**src/rtl/riscv_mmio_port_pkg.sv**
```systemverilog
// riscv_mmio_pkg: default parameters, register offsets and status-bit positions for the MMIO port
package riscv_mmio_pkg;
   localparam int DEF_XLEN       = 32;
   localparam int DEF_NUM_IN     = 1;
   localparam int DEF_NUM_OUT    = 2;
   localparam int DEF_FIFO_DEPTH = 4;
   localparam logic [31:0] DEF_BASE_ADDR = 32'hFFFF_0000;
   localparam logic [7:0] IN_OFS   = 8'h00;
   localparam logic [7:0] OUT_OFS  = 8'h40;
   localparam logic [7:0] STAT_OFS = 8'h80;
   localparam int FULL_BIT  = 0;
   localparam int EMPTY_BIT = 16;
endpackage

```
**src/rtl/riscv_mmio_port_fifo.sv**
```systemverilog
// mmio_fifo: output channel queue; head holds the last popped word while empty
module mmio_fifo #(
   parameter int WIDTH = 32,
   parameter int DEPTH = 4
)(
   input  logic                     CLK,
   input  logic                     Reset,
   input  logic                     push,
   input  logic                     pop,
   input  logic [WIDTH-1:0]         din,
   output logic                     full,
   output logic                     empty,
   output logic [$clog2(DEPTH):0]   count,
   output logic [WIDTH-1:0]         head
);
   localparam int AW = $clog2(DEPTH);
   localparam int CW = AW + 1;
   logic [WIDTH-1:0] mem [DEPTH];
   logic [AW-1:0] wp, rp;
   logic [WIDTH-1:0] last;
   logic do_push, do_pop;
   assign full    = int'(count) == DEPTH;
   assign empty   = count == '0;
   assign do_push = push & ~full;
   assign do_pop  = pop & ~empty;
   assign head    = empty ? last : mem[rp];
   // pointer/count update; a push against a full queue is refused even if a pop happens too
   always_ff @(posedge CLK) begin
      if (Reset) begin
         wp    <= '0;
         rp    <= '0;
         count <= '0;
         last  <= '0;
         for (int i = 0; i < DEPTH; i++) mem[i] <= '0;
      end else begin
         if (do_push) begin
            mem[wp] <= din;
            wp      <= wp + 1'b1;
         end
         if (do_pop) begin
            last <= mem[rp];
            rp   <= rp + 1'b1;
         end
         count <= count + CW'(do_push) - CW'(do_pop);
      end
   end
endmodule

```
**src/rtl/riscv_mmio_port.sv**
```systemverilog
// riscv_mmio_port: 256-byte MMIO window with sampled input registers, output FIFOs and a status word
module riscv_mmio_port
   import riscv_mmio_pkg::*;
#(
   parameter int XLEN = DEF_XLEN,
   parameter int NUM_IN = DEF_NUM_IN,
   parameter int NUM_OUT = DEF_NUM_OUT,
   parameter int FIFO_DEPTH = DEF_FIFO_DEPTH,
   parameter logic [XLEN-1:0] BASE_ADDR = DEF_BASE_ADDR
)(
   input  logic                     CLK,
   input  logic                     Reset,
   input  logic [XLEN-1:0]          Addr,
   input  logic [XLEN-1:0]          WD,
   input  logic                     WE,
   input  logic                     RE,
   output logic [XLEN-1:0]          RD,
   output logic                     Stall,
   input  logic [NUM_IN*XLEN-1:0]   CPUIn,
   output logic [NUM_OUT*XLEN-1:0]  CPUOut,
   output logic [NUM_OUT-1:0]       OutValid,
   input  logic [NUM_OUT-1:0]       OutReady
);
   localparam int CW = $clog2(FIFO_DEPTH) + 1;
   logic [XLEN-1:0] in_reg [NUM_IN];
   logic [CW-1:0] cnt [NUM_OUT];
   logic [NUM_OUT-1:0] full, empty, hit, stall_v;
   logic win;
   logic [7:0] ofs;
   assign win   = Addr[XLEN-1:8] == BASE_ADDR[XLEN-1:8];
   assign ofs   = Addr[7:0];
   assign Stall = |stall_v & ~Reset;
   // input registers follow the external channels with one cycle of latency
   always_ff @(posedge CLK) begin
      for (int i = 0; i < NUM_IN; i++) in_reg[i] <= Reset ? '0 : CPUIn[i*XLEN +: XLEN];
   end
   for (genvar j = 0; j < NUM_OUT; j++) begin : g_out
      assign hit[j]      = win && ofs == OUT_OFS + 8'(4*j);
      assign stall_v[j]  = WE && hit[j] && full[j];
      assign OutValid[j] = ~empty[j];
      mmio_fifo #(.WIDTH(XLEN), .DEPTH(FIFO_DEPTH)) u_fifo (
         .CLK(CLK),
         .Reset(Reset),
         .push(WE && hit[j]),
         .pop(OutReady[j]),
         .din(WD),
         .full(full[j]),
         .empty(empty[j]),
         .count(cnt[j]),
         .head(CPUOut[j*XLEN +: XLEN])
      );
   end
   // load mux; anything outside the mapped registers reads as zero
   always_comb begin
      RD = '0;
      if (RE && win) begin
         if (ofs == STAT_OFS) begin
            for (int j = 0; j < NUM_OUT; j++) begin
               RD[FULL_BIT+j]  = full[j];
               RD[EMPTY_BIT+j] = empty[j];
            end
         end
         for (int i = 0; i < NUM_IN; i++) if (ofs == IN_OFS + 8'(4*i)) RD = in_reg[i];
         for (int j = 0; j < NUM_OUT; j++) if (hit[j]) RD = XLEN'(cnt[j]);
      end
   end
endmodule

```
**config.mk**
```make
export PLATFORM = sky130hd
export DESIGN_NAME = riscv_mmio_port
export DESIGN_NICKNAME = d
export VERILOG_FILES = /design/src/rtl/riscv_mmio_port_pkg.sv /design/src/rtl/riscv_mmio_port_fifo.sv /design/src/rtl/riscv_mmio_port.sv
export SDC_FILE = /design/constraint.sdc
export NUM_CORES = 1
export LEC_CHECK = 0
export ABC_AREA = 1
export BUFFER_PORTS_ARGS = -buffer_cell sky130_fd_sc_hd__buf_2
export CORE_MARGIN = 1
export CORE_UTILIZATION = 55
export CTS_BUF_LIST = sky130_fd_sc_hd__clkbuf_16
export CTS_CLUSTER_SIZE = 30
export DETAILED_ROUTE_END_ITERATION = 10
export HOLD_SLACK_MARGIN = 0.1
export PLACE_DENSITY = 0.76
export SYNTH_ARGS = -nofsm -noshare
export SYNTH_HDL_FRONTEND = slang
export SYNTH_SLANG_ARGS = --single-unit
```
**constraint.sdc**
```tcl
create_clock -name CLK -period 5.9 [get_ports CLK]
set_clock_uncertainty 0.15 [all_clocks]
set_input_delay 0.885 -clock CLK [delete_from_list [all_inputs] [get_ports CLK]]
set_output_delay 0.885 -clock CLK [all_outputs]
set_load 0.01 [all_outputs]
```
==> results.md <==
- Outcome: completed
- Worst Path Max Fanout: 65
- GP Congestion: 0.8121
- Layout cells sized above 1: 0.1523
- Final setup viols: 0
- Fin. max-slew vios: 0
- Total setup buffers inserted after CTS: 0
- DR vias: 12.98k
- TritonRoute pass-1 iters: 6
- Most frequent cells after synthesis: 419 x nor2_1, 256 x edfxtp_1, 238 x o21ai_0
- Largest register FFs: 256
- Area leader, netlist: edfxtp_1
- Dpl ws: 1940 ps
- TritonCTS clock tree: done
- Worst EP required: 4870 ps
- Rows: 62
- Top-count cell post-synth: nor2_1
- Distinct cells, synth: 25
- R2R Setup Slk: 2540 ps
- Ys async rst share: 0
- Die area: 30070 um2
- # IOs: 201
- Avg Cell Area, Syn: 9.134 um2
- Total GRT Usage: 0.2717
- Seq/Total Area, Yosys: 0.6170
- P_sw: 2.811 mW
- Top Usage Layer GRT: met2
- Fin crit share: 0.7788
- Worst R2R Path Depth: 14
- Cell Pwr Density: 430.9 nW/um2
- M3 GR Usage: 0.04583
- Buffers on Ports: 200
- Worst-path clk slew: 60 ps
- Synthesized net count: 1877
- Worst setup EP type: output port
- Worst EP arrival: 3560 ps
- Static leakage power: 7.761 nW
- Vias in the first global route: 12.74k
- Iter 0 DRT Violations: 1227
- CTS Buffer Depth: 3
- Hold_buf cts: 0
- Yosys reg bits: 370
- Cells after synthesis: 1769
- Hold crit path type: flip-flop to flip-flop
- # DRC: 0
- Layout area overhead: 15.15%
- CTS Buf Count: 39
- CP Launch Type: flip-flop
- Mapped Area: 16160 um2
- Detailed Route WL: 41.45 mm
- Clk_lat worst skew: 520 ps
- Internal: 5.205 mW
- Net Sw Frac: 0.3507
- Min-Delay Path Depth: 1
- Main synth FF type: edfxtp_1
- Hold_ws: 325.7 ps
- Core box area: 28780 um2
- CTS sink count: 370
- Worst Max-Slew Pin Slew: 1153 ps
- Combinational share of power: 0.315
- DRT antenna net count: 0
- Resize count post-CTS: 0
- Post-route setup TNS: 0 ps
- Via density per instance: 5.574
- Clock power share: 0.288
- Die height: 173.4 um
- Wire per inst: 17.80 um
- Sequential power share: 0.397
- Unrepaired setup endpoints after global routing: no
- CTS H-tree depth: 2
- Fmax achieved: 0.2176 GHz
- EDFF count, synth: 256
- Crit Path Class: flip-flop to output port
- Starting Density: 0.5614
- Met1 usage: 0.3265
- Root Buffer: clkbuf_16
- Max cap viols: 0
- Final Hold Vio Count: 0
- HPWL Detailed: 24.63 mm
- Synth top area share: 0.4758
- Final instance area: 18610 um2
- Minimum clock period: 4595 ps
- Die width: 173.4 um
- Warnings, synthesis: 0
- Worst Slack Setup Final: 1305 ps
- Pin count of the biggest net entering global routing: 97
- Met2 global-route usage: 0.4946
- Initial antenna violation count: 3
- First-pass GRT wire length: 64.80 mm
- Max IR drop VDD: 236.8 uV
- Top area cells in the synthesized netlist: edfxtp_1 48%, dfxtp_1 14%, nor2_1 9.7%
- Rel. slew slack: 0.2306
- # nets final: 2021
- Core Util, Final: 0.6465
- Grt ovf: 0
- Area after DPL: 17400 um2
worst max-delay path, stage by stage (launching register included):
cell and delay, ps:
dfxtp_1 300, buf_4 530, clkinv_1 910, buf_4 540, o21ai_0 230, o22ai_1 190
inv_1 110, a21oi_1 60, buf_2 160
final timing paths:
path	end	from
setup / recovery	CPUOut[4]	flip-flop
hold / removal	flip-flop	g_out[1].u_fifo.rp[0]
setup reg to reg	g_out[0].u_fifo.count[2]	g_out[0].u_fifo.count[1]
hold reg to reg	flip-flop	g_out[1].u_fifo.rp[0]
power by group through the flow:
stage,sequential [mW],clock (mW),combinational (mW)
global placement,3.22,0,2.46
global route,3.21,2.44,2.82
finish,3.18,2.31,2.53
detailed placement,3.23,0,2.52
CTS,3.18,2.34,2.54
floorplan,3.20,0,1.66
per-layer routing:
metal | vias up | routed length (um)
li1 | 6227 | -
met1 | 6109 | 15580
met2 | 566 | 21470
met3 | 77 | 3297
met4 | 2 | 1079
met5 | - | 13
cell type report:
type,instances,area (um2)
antenna,2,5.005
clock buffer,41,1026
clock inverter,30,175.2
fill,2282,10170
inverter,198,744.5
multi-input combinational,1078,5009
sequential,370,9970
tap,384,480.5
timing repair buffer,226,1196
logic make-up after synthesis:
family / count (synthesis) / synth area share
compound gates: 412 / 0.1326
xor+xnor: 3 / 0.001626
simple gates: 657 / 0.1675
buf+inv: 321 / 0.07573
flops: 370 / 0.6170
fa+ha+maj: 6 / 0.005576
placed cells by master, fill, tap and decap left out, types with 41 or more instances in the layout:
cell type  instances
o22ai_1           64
dfxtp_1          114
nor3_1            67
edfxtp_1         256
buf_2            200
o21ai_0          235
a21oi_1          110
clkbuf_16         41
nor2_1           417
nand2_1          107
inv_1            206
per-stage QoR:
step	std cells	power [mW]
floorplan	1769	4.859
global route	2327	8.466
detailed placement	2256	5.746
CTS	2327	8.061
finish	2329	8.017
global placement	2256	5.679
(Power assumes the default switching activity.)
